[src/rtl/des_pkg.sv]
// Shared types and constants for the iterative DES round sequencer.
package des_pkg;

  localparam int BLK_W   = 64;
  localparam int HALF_W  = 32;
  localparam int KEY_W   = 56;
  localparam int KHALF_W = 28;

  typedef enum logic [1:0] {
    IDLE  = 2'd0,
    ROUND = 2'd1,
    DONE  = 2'd2
  } state_e;

  // Per-round key-half rotation amounts, indexed by round-1.
  localparam logic [1:0] SH [16] = '{2'd1, 2'd1, 2'd2, 2'd2, 2'd2, 2'd2, 2'd2, 2'd2,
                                     2'd1, 2'd2, 2'd2, 2'd2, 2'd2, 2'd2, 2'd2, 2'd1};
  // Decrypt walks the schedule backwards; round 1 uses C0D0 as-is (C16D16 == C0D0).
  localparam logic [1:0] DSH[16] = '{2'd0, 2'd1, 2'd2, 2'd2, 2'd2, 2'd2, 2'd2, 2'd2,
                                     2'd1, 2'd2, 2'd2, 2'd2, 2'd2, 2'd2, 2'd2, 2'd1};

  // Bit 27 is DES bit 1 of the half, so "left" moves bits towards the MSB.
  function automatic logic [KHALF_W-1:0] rot28(input logic [KHALF_W-1:0] x,
                                                input logic [1:0] amt,
                                                input logic right);
    case (amt)
      2'd1:    rot28 = right ? {x[0], x[27:1]}   : {x[26:0], x[27]};
      2'd2:    rot28 = right ? {x[1:0], x[27:2]} : {x[25:0], x[27:26]};
      default: rot28 = x;
    endcase
  endfunction

endpackage

[src/rtl/des_key_rot.sv]
// Combinational C/D rotator: each 28-bit half rotated independently by 0..2.
module des_key_rot
  import des_pkg::*;
(
  input  logic [KEY_W-1:0] cd_i,
  input  logic [1:0]       amt_i,
  input  logic             dir_i,   // 0 = left (encrypt), 1 = right (decrypt)
  output logic [KEY_W-1:0] cd_o
);

  assign cd_o = {rot28(cd_i[KEY_W-1:KHALF_W], amt_i, dir_i),
                 rot28(cd_i[KHALF_W-1:0],     amt_i, dir_i)};

endmodule

[src/rtl/des_round_ctrl.sv]
// Iterative DES round sequencer: owns L/R and C/D, drives an external round datapath.
// Optional abort input enabled by defining DES_ABORT_EN.
module des_round_ctrl
  import des_pkg::*;
#(
  parameter int ROUNDS = 16
) (
  input  logic              clk,
  input  logic              rst,
  input  logic              in_valid,
  output logic              in_ready,
  input  logic              in_decrypt,
  input  logic [HALF_W-1:0] in_l,
  input  logic [HALF_W-1:0] in_r,
  input  logic [KEY_W-1:0]  in_cd,
  output logic [HALF_W-1:0] f_r,
  output logic [KEY_W-1:0]  f_cd,
  input  logic [HALF_W-1:0] f_res,
  output logic              out_valid,
  input  logic              out_ready,
  output logic [BLK_W-1:0]  out_block,
`ifdef DES_ABORT_EN
  input  logic              abort,
`endif
  output logic              busy
);

  localparam logic [4:0] LAST = 5'(ROUNDS);

  state_e             state_q, state_d;
  logic [HALF_W-1:0]  l_q, l_d, r_q, r_d;
  logic [KEY_W-1:0]   cd_q, cd_d, cd_rot;
  logic               dec_q, dec_d;
  logic [4:0]         rnd_q, rnd_d;
  logic [BLK_W-1:0]   blk_q, blk_d;
  logic [3:0]         tidx;
  logic [1:0]         amt;

  assign tidx = 4'(rnd_q - 5'd1);
  assign amt  = dec_q ? DSH[tidx] : SH[tidx];

  des_key_rot u_rot (
    .cd_i  (cd_q),
    .amt_i (amt),
    .dir_i (dec_q),
    .cd_o  (cd_rot)
  );

  // Outside ROUND the datapath sees the held registers, never X.
  assign f_r       = r_q;
  assign f_cd      = (state_q == ROUND) ? cd_rot : cd_q;
  assign in_ready  = (state_q == IDLE);
  assign busy      = (state_q == ROUND);
  assign out_valid = (state_q == DONE);
  assign out_block = blk_q;

  always_comb begin
    state_d = state_q;
    l_d     = l_q;
    r_d     = r_q;
    cd_d    = cd_q;
    dec_d   = dec_q;
    rnd_d   = rnd_q;
    blk_d   = blk_q;
`ifdef DES_ABORT_EN
    if (abort && state_q != IDLE) begin
      state_d = IDLE;
    end else
`endif
    case (state_q)
      IDLE: begin
        if (in_valid) begin
          l_d     = in_l;
          r_d     = in_r;
          cd_d    = in_cd;
          dec_d   = in_decrypt;
          rnd_d   = 5'd1;
          state_d = ROUND;
        end
      end
      ROUND: begin
        cd_d = cd_rot;
        l_d  = r_q;
        r_d  = l_q ^ f_res;
        if (rnd_q == LAST) begin
          blk_d   = {l_q ^ f_res, r_q};  // R16||L16, final swap folded in
          state_d = DONE;
        end else begin
          rnd_d = rnd_q + 5'd1;
        end
      end
      DONE: begin
        if (out_ready) state_d = IDLE;
      end
      default: state_d = IDLE;
    endcase
  end

  always_ff @(posedge clk) begin
    if (rst) begin
      state_q <= IDLE;
      l_q     <= '0;
      r_q     <= '0;
      cd_q    <= '0;
      dec_q   <= 1'b0;
      rnd_q   <= '0;
      blk_q   <= '0;
    end else begin
      state_q <= state_d;
      l_q     <= l_d;
      r_q     <= r_d;
      cd_q    <= cd_d;
      dec_q   <= dec_d;
      rnd_q   <= rnd_d;
      blk_q   <= blk_d;
    end
  end

endmodule
[config.mk]
export PLATFORM = sky130hd
export DESIGN_NAME = des_round_ctrl
export DESIGN_NICKNAME = d
export VERILOG_FILES = /design/src/rtl/des_pkg.sv /design/src/rtl/des_key_rot.sv /design/src/rtl/des_round_ctrl.sv
export SDC_FILE = /design/constraint.sdc
export NUM_CORES = 1
export LEC_CHECK = 0
export ABC_AREA = 1
export CAP_MARGIN = 20
export CORE_ASPECT_RATIO = 1.75
export CORE_MARGIN = 4
export CORE_UTILIZATION = 45
export CTS_BUF_LIST = sky130_fd_sc_hd__clkbuf_16
export CTS_CLUSTER_SIZE = 24
export DETAILED_ROUTE_END_ITERATION = 8
export DONT_BUFFER_PORTS = 1
export GPL_TIMING_DRIVEN = 0
export HOLD_SLACK_MARGIN = 0.03
export PLACE_DENSITY = 0.6
export SETUP_SLACK_MARGIN = 0.15
export SYNTH_ARGS = -nofsm -noshare
export SYNTH_HDL_FRONTEND = slang
export SYNTH_SLANG_ARGS = --single-unit
export TNS_END_PERCENT = 1
[constraint.sdc]
create_clock -name clk -period 3.9 [get_ports clk]
set_input_delay 0.39 -clock clk [delete_from_list [all_inputs] [get_ports clk]]
set_output_delay 0.39 -clock clk [all_outputs]
set_load 0.01 [all_outputs]
Word-level counts from Yosys, hierarchy flattened

Memory sizes are Yosys's and may differ from the RTL's.
Cells that the tools add are included.

Add/subtract/negate cells: 2
Order comparisons: 1
Eq/ne operators: 9
Multiplexer cells: 25
Bitwise gates (word level): 2
Reductions and logical operators: 7

Operator list:

| operator              | number |
|---|---|
| $pmux W32 S2          | 2 |
| $mux W28              | 4 |
| $mux W56              | 2 |
| $pmux W28 S2          | 2 |
| $pmux W56 S2          | 1 |
| $mux W32              | 2 |
| $xor A32 B32 Y32      | 1 |
| $mux W2               | 8 |
| $mux W5               | 2 |
| $pmux W5 S2           | 1 |
| $pmux W2 S3           | 1 |
| $reduce_and A2 Y1     | 3 |
| $reduce_and A3 Y1     | 2 |
| $add A5 B1 Y5 const B | 1 |
| $eq A5 B5 Y1 const B  | 1 |
| $ge A5 B5 Y1 const B  | 1 |
| $not A4 Y5            | 1 |
| $eq A2 B1 Y1 const B  | 2 |
| $eq A2 B2 Y1 const B  | 2 |
| $ne A2 B1 Y1 const B  | 2 |
| $ne A2 B2 Y1 const B  | 2 |
| $sub A4 B1 Y4 const B | 1 |
| $logic_not A2 Y1      | 1 |
| $reduce_bool A2 Y1    | 1 |

Bits in registers: 192
Bits in read-only memories: 64
Input port bits: 157
Output and inout port bits: 155
Word-level logic and storage cells: 55
Memories: 2

Memories:

| name            | words | width | rd ports | clocked after memory_dff | write ports | RTL line             | text |
|---|---|---|---|---|---|---|---|
| (no name shown) | 16    | 2     | 1        | 0                        | 0           | des_round_ctrl.sv:40 | `assign amt = dec_q ? DSH[tidx] : SH[tidx];` |
| (no name shown) | 16    | 2     | 1        | 0                        | 0           | des_round_ctrl.sv:40 |  |

Longest topological paths before layout

Depth after elaboration: 9
Depth in mapped cells: 15

Hierarchy

A second synthesis with hierarchy kept.

Cells, all modules: 2022
Area, all modules: 11428.5 um2

Modules (own cells, without submodules):

| module         | times used | cells an instance | area each (um2) | seq. area each (um2) |
|---|---|---|---|---|
| des_round_ctrl | 1          | 1420              | 9078.7          | 3843.7 |
| des_key_rot    | 1          | 602               | 2349.8          | 0.0 |

Least setup slack after synthesis

Ideal clock, no wire load.

Path kind: reg2out
From: register rnd_q[1]
To: output f_cd[15]
Arrival: 2.150 ns
Required time: 3.510 ns
Setup slack: 1.360 ns
Stages on the path, launching flop included: 15
Buffers on the path: 2
Path through: dfxtp_1 -> inv_1 -> ha_1 -> nand2_1 -> nand2_1 -> nand3_1 -> nand2_1 -> inv_1 -> ha_1 -> inv_1 -> buf_2 -> clkbuf_1 -> nand3_1 -> nand2_1 -> o21ai_0

Cells in the longest elaborated chain, start to end: 9
Elaborated cells on any way between the ends: 13
Classes of those cells: 1 x add/sub; 2 x eq/ne; 7 x mux; 1 x bitwise; 2 x memory

Ends and longest elaborated chain:

| element                                      | RTL line              | text |
|---|---|---|
| from (decl)                                  | des_round_ctrl.sv:34  | `logic [4:0] rnd_q, rnd_d;` |
| from (signal assigned)                       | des_round_ctrl.sv:114 | `rnd_q <= rnd_d;` |
| $sub A4 B1 Y4 *                              | des_round_ctrl.sv:39  | `assign tidx = 4'(rnd_q - 5'd1);` |
| $not A4 Y5 (not written as such) *           | des_round_ctrl.sv:40  |  |
| $mem_v2 Z16 W2                               | n/a                   |  |
| $mux W2 (not written as such) (2 in series)  | des_round_ctrl.sv:40  |  |
| $mux W2 *                                    | des_round_ctrl.sv:40  |  |
| $eq A2 B2 Y1 or $eq A2 B1 Y1 (tied branches) | des_pkg.sv:26         | `case (amt)` |
| $pmux W28 S2 *                               | des_pkg.sv:26         |  |
| $mux W56 *                                   | des_round_ctrl.sv:51  | `assign f_cd = (state_q == ROUND) ? cd_rot : cd_q;` |
| to (decl)                                    | des_round_ctrl.sv:17  | `output logic [KEY_W-1:0] f_cd,` |

Mark *: on every way between the ends. The rest lies on a longest branch, timed or not. The select of a mux whose other input is x is not followed.

Final worst setup path

From: register dec_q
To: output f_cd[52]

Cells in the longest elaborated chain, start to end: 4
Elaborated cells on any way between the ends: 7
Classes of those cells: 2 x eq/ne; 5 x mux

Ends and longest elaborated chain:

| element                                      | RTL line              | text |
|---|---|---|
| from (decl)                                  | des_round_ctrl.sv:33  | `logic dec_q, dec_d;` |
| from (signal assigned)                       | des_round_ctrl.sv:105 | `dec_q <= 1'b0;` |
| from (signal assigned)                       | des_round_ctrl.sv:113 | `dec_q <= dec_d;` |
| $mux W2                                      | des_round_ctrl.sv:40  |  |
| $eq A2 B2 Y1 or $eq A2 B1 Y1 (tied branches) | des_pkg.sv:26         |  |
| $pmux W28 S2 *                               | des_pkg.sv:26         |  |
| $mux W56 *                                   | des_round_ctrl.sv:51  |  |

Mark *: on every way between the ends. The rest lies on a longest branch, timed or not.

==> impl_metrics.py <==
metrics = {
    "outcome": {
        "run_status": "complete, no violations",
    },
    "floorplanning": {
        "fp.dieArea_mm2": 0.0257,
        "ios": 312,
        "start_util_pct": 45.7,
        "die_w_um": 123,
        "die_y_um": 209,
        "core_area_mm2": 0.0227,
        "rows": 73,
    },
    "layout": {
        "seqCellArea_mm2": 0.00384,
        "layout-area-overhead-vs-synth_pct": 9.95,
        "drive_gt1_share_pct": 6.85,
        "multiInputGateArea_mm2": 0.00564,
        "num-nets-final": 1711,
        "fillers": 2362,
    },
    "route": {
        "viasPerCell": 5.86,
        "antenna_left": 0,
        "totalWireLength_um": 38700,
        "met3_length_um": 3520,
        "drt-initial-drc-count": 773,
        "dr.pass1.iters": 6,
        "wl_per_cell_um": 20.8,
        "maxUsedRoutingLayer": "met4",
        "met2_length_um": 20300,
        "wl_met1_um": 13400,
        "drc": 0,
        "num_vias": 10918,
    },
    "timing": {
        "worst_pin_slew_ns": 0.685,
        "fin_crit_sh_pct": 94.4,
        "slew_headroom_pct": 53.8,
        "fin_hold_ws_ns": 0.109,
        "skew_ns": 0.00962,
        "timing.fmax_ghz": 0.272,
        "hold_viol": 0,
        "setup_viol": 0,
        "drv_slew": 0,
        "setup_ws_ns": 0.217,
        "fin_setup_tns_ns": 0,
        "fin_crit_ns": 3.68,
        "grt_setup_unrepaired": "true",
    },
    "setup_path": {
        "required_ns": 3.51,
        "critical_path.endpoint_type": "primary output",
        "worstPathMaxFanout": 10,
        "worstSetupPathType": "reg2out",
        "cp.arrival_ns": 3.29,
        "startpoint_type": "register",
    },
    "cts": {
        "numCtsBuffers": 17,
        "root_buffer": "clkbuf_16",
        "htreeDepth": 4,
        "cts_buffer_depth": 2,
        "postCtsSetupRepairBufs": 0,
        "cts_hold_buf": 0,
        "clk_latency_ns": 0.46,
        "tritoncts": "done",
        "clk_pin_slew_ns": 0.08,
        "cts.sinks": 192,
    },
    "grt": {
        "grt_pass1_wl_um": 59500,
        "grt_usage_pct": 29.7,
        "grt_max_degree": 19,
        "antenna_found_initial": 2,
        "grt_pass1_vias": 10808,
        "grt-ovfl-total": 0,
    },
    "synth": {
        "synth-seq-cells": 192,
        "syn_area_per_cell_um2": 6.80,
        "async_reset_ff_share_pct": 0,
        "yosysTopAreaCell": "dfxtp_1",
        "synth_warnings": 0,
        "yosys_most_used_dff": "dfxtp_1",
        "synth.area.top_cells": "dfxtp_1 (37%), nand2_1 (13%), o21ai_0 (11%)",
        "synth_cell_types": 27,
        "synthCells": 1529,
        "synth_fp_nets": 1692,
        "synth.top_cell.area_share_pct": 37.0,
        "ys_seq_area_share_pct": 37.0,
        "synth-edff-count": 0,
        "netlist_area_mm2": 0.0104,
    },
    "pwr": {
        "p_sw_share_pct": 36.2,
        "p_per_area_mw_per_mm2": 506,
        "comb_power_share_pct": 27.1,
        "p_clk_share_pct": 34.2,
        "p_switching_w": 0.00209,
        "finalPower_w": 0.00578,
        "ir_worst_vdd_mv": 0.370,
        "p_int_w": 0.00369,
        "p_seq_share_pct": 38.8,
        "p_leak_nw": 4.70,
    },
    "place": {
        "gp_congestion": 0.916,
        "place_ws_ns": 0.744,
        "port_buffers": 0,
        "dp_hpwl_um": 29400,
    },
    "worst_hold_path": {
        "holdCritPathClass": "in2reg",
    },
    "job": {
        "cap_viol_max_count": 0,
    },
}
[final timing paths]
kind,startpoint,endpoint,cells past startpoint,slack (ns)
max,dec_q,f_cd[52],13,0.22
min,in_r[22],f_r[22],2,0.11
max reg2reg,dec_q,cd_q[23],14,1.07
min reg2reg,out_block[20],out_block[20],2,0.51
[cells in the mapped netlist, drive strengths merged, types with 3 or more instances]
| library cell | count |
|---|---|
| a21oi | 198 |
| nand2 | 358 |
| xor2 | 3 |
| o21ai | 251 |
| nand3 | 206 |
| dfxtp | 192 |
| buf | 74 |
| xnor2 | 32 |
| ha | 6 |
| nor2 | 32 |
| o21a | 17 |
| inv | 70 |
| clkbuf | 55 |
| o211a | 32 |
[per-layer routing]
layer | up-vias | GRT usage [%]
met4 | 0 | 12.8
li1 | 5226 | -
met2 | 479 | 53.9
met3 | 87 | 9.13
met5 | - | 0
met1 | 5126 | 30.9
[cells by family after synthesis]
family          after synthesis  share of synthesized area [%]
simple gates                597                           24.6
fa+ha+maj                     6                          0.722
flops                       192                           37.0
xor+xnor                     35                           2.95
compound gates              499                           26.0
buf+inv                     200                           8.74
[critical path: stages (launching register included)]
cell and delay (ns):
dfxtp_1 0.44, buf_2 0.27, buf_2 0.27, nand2_1 0.09
nand2_1 0.08, nand3_1 0.08, nand2_1 0.10, inv_1 0.04
ha_1 0.30, buf_2 0.25, buf_1 0.41, a21oi_1 0.14
nand2_1 0.10, o21ai_0 0.27
[repair_timing]
action,in CTS,in global routing
hold endpoints to repair,0,0
resized for setup,0,8
setup endpoints to repair,0,40
[registers in the layout (all words and copies together), names as in the netlist]
register / count
l_q: 32
dec_q: 1
cd_q: 56
out_block: 64
rnd_q: 5
f_r: 32
state_q: 2
[stage by stage]
stage,area (um^2),utilization [%],cells
6_report,11400,50.3,1864
5_1_grt,11400,50.3,1863
4_1_cts,11400,50.2,1861
3_5_place_dp,10800,47.4,1829
3_3_place_gp,10800,47.4,1829
2_1_floorplan,10400,-,1529
[cells in the final DEF, fill, tap and decap left out, drive strengths merged]
| master | instances |
|---|---|
| o22ai | 1 |
| xor2 | 3 |
| buf | 72 |
| ha | 6 |
| o211a | 32 |
| nand3 | 206 |
| inv | 78 |
| bufinv | 4 |
| nand4 | 1 |
| diode | 3 |
| nor2 | 32 |
| xnor2 | 32 |
| clkinv | 4 |
| dfxtp | 192 |
| o21ai | 251 |
| o21a | 17 |
| clkbuf | 74 |
| a21oi | 198 |
| nand2 | 358 |
[power by group through the flow]
stage / clock [W] / sequential (W) / combinational (W)
2_1_floorplan: 0 / 0.00225 / 0.00116
3_3_place_gp: 0 / 0.00228 / 0.00153
3_5_place_dp: 0 / 0.00229 / 0.00154
4_1_cts: 0.00201 / 0.00224 / 0.00155
5_1_grt: 0.00208 / 0.00226 / 0.00174
6_report: 0.00198 / 0.00224 / 0.00157
[layout make-up]
| cell class | instances | share of cell area (%) |
|---|---|---|
| antenna | 3 | 0.0657 |
| buffer | 129 | 5.67 |
| clock buffer | 17 | 3.72 |
| clock inverter | 15 | 1.93 |
| inverter | 71 | 2.33 |
| tap | 300 | 3.28 |
| multi-input combinational | 1137 | 49.4 |
| sequential | 192 | 33.6 |
Note: power is estimated with default switching activity, not from simulation.
